$ cat src/rtl/host_switch_ctrl.sv
// Host CPU A/B selection: per-CPU heartbeat watchdogs, break-before-make bus
// enable sequencing, commanded switching and automatic failover.
module host_switch_ctrl #(
    parameter logic [31:0] HB_TIMEOUT     = 32'd50_000_000,
    parameter logic [31:0] GUARD_CYCLES   = 32'd1000,
    parameter logic [31:0] HOLDOFF_CYCLES = 32'd5_000_000
) (
    input  logic clk,
    input  logic rst,
    input  logic force_swi,
    input  logic com_swi,
    input  logic hb_a,
    input  logic hb_b,
    input  logic power_on_A,
    input  logic power_on_B,
    input  logic reset_A,
    input  logic reset_B,
    output logic switch,
    output logic tx_en_a,
    output logic tx_en_b,
    output logic busy,
    output logic auto_swi_evt,
    output logic fault,
    output logic alive_a,
    output logic alive_b
);

    typedef enum logic [1:0] {
        ST_ACTIVE  = 2'd0,
        ST_GUARD   = 2'd1,
        ST_COMMIT  = 2'd2,
        ST_HOLDOFF = 2'd3
    } state_t;

    state_t      r_state;
    logic        r_switch;
    logic        r_target;
    logic        r_tx_en_a;
    logic        r_tx_en_b;
    logic        r_busy;
    logic        r_auto_evt;
    logic        r_fault;
    logic        r_alive_a;
    logic        r_alive_b;
    logic        r_hb_a_q;
    logic        r_hb_b_q;
    logic [31:0] r_cnt_a;
    logic [31:0] r_cnt_b;
    logic [31:0] r_guard_cnt;
    logic [31:0] r_hold_cnt;

    logic w_edge_a;
    logic w_edge_b;
    logic w_host_dead;
    logic w_other_alive;
    logic w_force_flip;

    assign w_edge_a      = hb_a ^ r_hb_a_q;
    assign w_edge_b      = hb_b ^ r_hb_b_q;
    assign w_host_dead   = r_switch ? ~r_alive_b : ~r_alive_a;
    assign w_other_alive = r_switch ? r_alive_a : r_alive_b;
    assign w_force_flip  = force_swi & (com_swi != r_switch);

    // Heartbeat watchdogs; counters saturate at the timeout so they never wrap.
    always_ff @(posedge clk) begin
        if (rst) begin
            r_hb_a_q  <= hb_a;
            r_hb_b_q  <= hb_b;
            r_cnt_a   <= 32'd0;
            r_cnt_b   <= 32'd0;
            r_alive_a <= 1'b1;
            r_alive_b <= 1'b1;
            r_fault   <= 1'b0;
        end else begin
            r_hb_a_q <= hb_a;
            r_hb_b_q <= hb_b;
            if (reset_A || w_edge_a) begin
                r_cnt_a <= 32'd0;
            end else if (r_cnt_a < HB_TIMEOUT) begin
                r_cnt_a <= r_cnt_a + 32'd1;
            end
            if (reset_B || w_edge_b) begin
                r_cnt_b <= 32'd0;
            end else if (r_cnt_b < HB_TIMEOUT) begin
                r_cnt_b <= r_cnt_b + 32'd1;
            end
            r_alive_a <= power_on_A & (r_cnt_a < HB_TIMEOUT);
            r_alive_b <= power_on_B & (r_cnt_b < HB_TIMEOUT);
            r_fault   <= ~r_alive_a & ~r_alive_b;
        end
    end

    // Changeover sequencer: both enables drop for the guard, then the new host is committed.
    always_ff @(posedge clk) begin
        if (rst) begin
            r_state     <= ST_ACTIVE;
            r_switch    <= 1'b0;
            r_target    <= 1'b0;
            r_tx_en_a   <= 1'b1;
            r_tx_en_b   <= 1'b0;
            r_busy      <= 1'b0;
            r_auto_evt  <= 1'b0;
            r_guard_cnt <= 32'd0;
            r_hold_cnt  <= 32'd0;
        end else begin
            r_auto_evt <= 1'b0;
            case (r_state)
                ST_ACTIVE, ST_HOLDOFF: begin
                    if (w_force_flip) begin
                        r_target    <= com_swi;
                        r_state     <= ST_GUARD;
                        r_guard_cnt <= 32'd0;
                        r_tx_en_a   <= 1'b0;
                        r_tx_en_b   <= 1'b0;
                        r_busy      <= 1'b1;
                    end else if ((r_state == ST_ACTIVE) && !force_swi
                                 && w_host_dead && w_other_alive) begin
                        r_target    <= ~r_switch;
                        r_auto_evt  <= 1'b1;
                        r_state     <= ST_GUARD;
                        r_guard_cnt <= 32'd0;
                        r_tx_en_a   <= 1'b0;
                        r_tx_en_b   <= 1'b0;
                        r_busy      <= 1'b1;
                    end else if (r_state == ST_HOLDOFF) begin
                        if (r_hold_cnt + 32'd1 >= HOLDOFF_CYCLES) begin
                            r_state <= ST_ACTIVE;
                        end else begin
                            r_hold_cnt <= r_hold_cnt + 32'd1;
                        end
                    end
                end
                ST_GUARD: begin
                    if (force_swi) begin
                        r_target <= com_swi;
                    end
                    if (r_guard_cnt + 32'd1 >= GUARD_CYCLES) begin
                        r_state <= ST_COMMIT;
                    end else begin
                        r_guard_cnt <= r_guard_cnt + 32'd1;
                    end
                end
                ST_COMMIT: begin
                    r_switch   <= r_target;
                    r_tx_en_a  <= ~r_target;
                    r_tx_en_b  <= r_target;
                    r_busy     <= 1'b0;
                    r_hold_cnt <= 32'd0;
                    r_state    <= ST_HOLDOFF;
                end
                default: r_state <= ST_ACTIVE;
            endcase
        end
    end

    assign switch       = r_switch;
    assign tx_en_a      = r_tx_en_a;
    assign tx_en_b      = r_tx_en_b;
    assign busy         = r_busy;
    assign auto_swi_evt = r_auto_evt;
    assign fault        = r_fault;
    assign alive_a      = r_alive_a;
    assign alive_b      = r_alive_b;

endmodule

$ cat config.mk
export PLATFORM = sky130hd
export DESIGN_NAME = host_switch_ctrl
export DESIGN_NICKNAME = d
export VERILOG_FILES = /design/src/rtl/host_switch_ctrl.sv
export SDC_FILE = /design/constraint.sdc
export NUM_CORES = 1
export LEC_CHECK = 0
export BUFFER_PORTS_ARGS = -buffer_cell sky130_fd_sc_hd__buf_2
export CORE_MARGIN = 4
export CORE_UTILIZATION = 42
export CTS_CLUSTER_DIAMETER = 60
export DETAILED_ROUTE_END_ITERATION = 7
export PLACE_DENSITY_LB_ADDON = 0.2
export REMOVE_ABC_BUFFERS = 1
export SLEW_MARGIN = 25
export SYNTH_ARGS = -nofsm -noshare
export SYNTH_HDL_FRONTEND = slang
export SYNTH_SLANG_ARGS = --single-unit
$ cat constraint.sdc
create_clock -name clk -period 6.03 [get_ports clk]
set_input_delay 1.206 -clock clk [delete_from_list [all_inputs] [get_ports clk]]
set_output_delay 1.206 -clock clk [all_outputs]
set_load 0.1 [all_outputs]
==> results.json <==
{
  "status": "complete, no violations",
  "insertion_delay_ps": 420,
  "cts_max_level": 4,
  "clock_skew_ps": 9.045,
  "clock_power_share": 0.403,
  "ys_ff_latch": 141,
  "nets": 959,
  "ctsHoldBuffers": 0,
  "cts_buffers": 17,
  "rsz0062_at_grt": "false",
  "cp-start-kind": "register",
  "cts.path.max_buffers": 2,
  "wl_per_cell_um": 15.55,
  "reg2reg_from": "r_hold_cnt[2]$_SDFFE_PP0P_",
  "p_comb_frac": 0.213,
  "clock_sink_count": 141,
  "grt_pass1_wl_um": 31420,
  "cp_max_fo": 19,
  "peakVddDrop_uv": 206.4,
  "cap_violations": 0,
  "synth_cell_types": 65,
  "drc_errors": 0,
  "wl_um": 18330,
  "synthArstFlopShare": 0,
  "viasPerCell": 5.835,
  "ys_top_cells_by_count": "141 x dfxtp_1, 95 x nor2_1, 68 x nand2_1, 53 x nand3_1, 50 x clkbuf_1",
  "drtIter0Drc": 525,
  "setup_violations": 0,
  "period_share": 0.6391,
  "hold_path_class": "register to register",
  "place_congestion": 0.8117,
  "power.total_mw": 2.547,
  "core_um2": 17960,
  "period_needed_ps": 3854,
  "antenna_cells": 0,
  "die_y_um": 143.3,
  "yosysTopAreaCell": "dfxtp_1",
  "root_buffer": "clkbuf_16",
  "holdWs_ps": 452.3,
  "required_ps": 6290,
  "syn_inst": 956,
  "yosysTopAreaCellShare": 0.3674,
  "grt_overflow": 0,
  "p_sw_mw": 0.8618,
  "drive_gt1_frac": 0.08000,
  "ys_warn_count": 0,
  "p_leak_nw": 2.775,
  "portBuffers": 17,
  "synthTopCellsByArea": "dfxtp_1 37%, nor2_1 4.6%, o211ai_1 4.0%",
  "first_pass_iters": 5,
  "min_to": "r_cnt_a[28]$_SDFFE_PP0N_",
  "ctsResizeCount": 0,
  "netSwitchingFraction": 0.3383,
  "pwr-share-seq": 0.384,
  "fin_tns_setup_ps": 0,
  "maxSlewHeadroom": 0.3525,
  "hold_viol": 0,
  "via_count": 6880,
  "worstHoldStart": "r_cnt_a[28]$_SDFFE_PP0N_",
  "r2r_slack_ps": 2180,
  "end_kind": "register",
  "synth-main-ff-cell": "dfxtp_1",
  "p_per_area_nw_per_um2": 301.4,
  "ys_seq_area_frac": 0.3674,
  "intPower_mw": 1.686,
  "clkTransAtPathRegs_ps": 60,
  "fp.dieW_um": 143.3,
  "antenna_found_initial": 0,
  "worst_pin_slew_ps": 967.6,
  "min_path_cells": 1,
  "grt_max_degree": 67,
  "ff2ff_path_depth": 9,
  "io_pins": 18,
  "r2r-end": "r_hold_cnt[6]$_SDFFE_PP0P_",
  "num_rows": 49,
  "synth-edff-count": 0,
  "synth_area_um2": 7684,
  "ant_nets": 0,
  "syn_area_per_cell_um2": 8.037,
  "grt_pass1_vias": 6365,
  "yosysMostFrequentCell": "dfxtp_1",
  "critPathKind": "register to register",
  "die_area_um2": 20520,
  "cts_setup_buffers": 0,
  "cp.arrival_ps": 4120,
  "cts_tree": "yes",
  "fillerInstances": 1739,
  "dp_hpwl_um": 12040,
  "area_growth_pct": 10.01,
  "start_util": 0.4277,
  "grtUsageTotal": 0.1844,
  "clock.fmax_mhz": 259.5,
  "maxSlewViolCount": 0
}
==> worst max-delay path by stage <==
| stage | start | endpoint | cells after the start |
|---|---|---|---|
| floorplan | r_guard_cnt[0]$_SDFFE_PP0P_ | r_guard_cnt[0]$_SDFFE_PP0P_ | 10 |
| global placement | r_guard_cnt[0]$_SDFFE_PP0P_ | r_guard_cnt[9]$_SDFFE_PP0P_ | 12 |
| detailed placement | com_swi | r_hold_cnt[4]$_SDFFE_PP0P_ | 10 |
| CTS | r_hold_cnt[2]$_SDFFE_PP0P_ | r_hold_cnt[11]$_SDFFE_PP0P_ | 9 |
| global route | r_hold_cnt[2]$_SDFFE_PP0P_ | r_hold_cnt[11]$_SDFFE_PP0P_ | 9 |
| finish | r_hold_cnt[2]$_SDFFE_PP0P_ | r_hold_cnt[6]$_SDFFE_PP0P_ | 9 |
==> area by class of cell <==
class | instances | area (um^2) | share of cell area
tap | 229 | 286.5 | 0.03390
clock inverter | 13 | 143.9 | 0.01702
timing repair buffer | 26 | 152.6 | 0.01806
clock buffer | 17 | 425.4 | 0.05033
inverter | 27 | 101.3 | 0.01199
sequential | 141 | 2823 | 0.3339
multi-input combinational | 726 | 4521 | 0.5348
==> placed cells by master, fill, tap and decap left out, drive strengths merged, types with 3 or more instances in the layout <==
| cell type | count |
|---|---|
| o2111ai | 33 |
| and2 | 20 |
| a21oi | 33 |
| clkbuf | 17 |
| and3 | 43 |
| xor2 | 24 |
| or4 | 16 |
| ha | 10 |
| nor4 | 18 |
| nor2b | 4 |
| nor2 | 95 |
| nand2b | 4 |
| xnor2 | 35 |
| nand4 | 43 |
| nor3 | 37 |
| a211oi | 3 |
| clkinv | 5 |
| nor3b | 5 |
| clkinvlp | 4 |
| a31oi | 17 |
| or2 | 5 |
| and4 | 6 |
| dfxtp | 141 |
| o211ai | 41 |
| o21ai | 34 |
| o31ai | 7 |
| inv | 29 |
| o311ai | 4 |
| buf | 26 |
| nand3 | 53 |
| mux2 | 4 |
| or3 | 24 |
| nand2 | 68 |
| a22o | 4 |
| mux2i | 6 |
==> state kept, by name, indices dropped and copies added (netlist names), 2 cells and up <==
| name | count |
|---|---|
| r_state | 2 |
| r_cnt_a | 32 |
| r_cnt_b | 32 |
| r_guard_cnt | 32 |
| r_hold_cnt | 32 |
==> power by group through the flow <==
stage | Clock (mW) | Combinational [mW] | Sequential [mW]
CTS | 1.05 | 0.541 | 0.977
detailed placement | 0 | 0.541 | 0.997
finish | 1.03 | 0.543 | 0.977
global placement | 0 | 0.540 | 0.997
global route | 1.09 | 0.602 | 0.980
floorplan | 0 | 0.307 | 1.04
==> per-stage QoR <==
| stage | instances | instance area, um^2 | setup slack, ps | utilization |
|---|---|---|---|---|
| floorplan | 894 | 7442 | 1709 | - |
| global placement | 1149 | 7881 | 2203 | 0.4387 |
| detailed placement | 1149 | 7881 | 2141 | 0.4387 |
| CTS | 1179 | 8451 | 2189 | 0.4704 |
| global route | 1179 | 8453 | 1858 | 0.4706 |
| finish | 1179 | 8453 | 2176 | 0.4706 |
==> worst max-delay path, cell delays in order, from the launching register on <==
cell,delay (ps)
dfxtp_1,440
nand4_1,380
or2_2,500
nor4_1,320
and3b_1,230
a32oi_1,240
nand4_1,240
o2111a_1,370
o21ai_2,790
o211ai_1,200
==> kinds of logic (layout without fill, tap and decap cells) <==
family | after synthesis | after routing | share of synthesized area
mux | 10 | 10 | 0.01368
flops | 141 | 141 | 0.3674
xor+xnor | 59 | 59 | 0.06725
fa+ha+maj | 10 | 10 | 0.01628
buf+inv | 89 | 83 | 0.04462
simple gates | 446 | 446 | 0.3074
compound gates | 201 | 201 | 0.1834
==> routing by layer <==
metal / up-vias / track usage / part of all wire
met1: 3152 / 0.2669 / 0.51
met5: - / 0 / 0
met2: 168 / 0.2750 / 0.43
li1: 3537 / - / -
met3: 23 / 0.03751 / 0.043
met4: 0 / 0.06046 / 0.016
No activity file was read; power rests on OpenSTA's default activity.
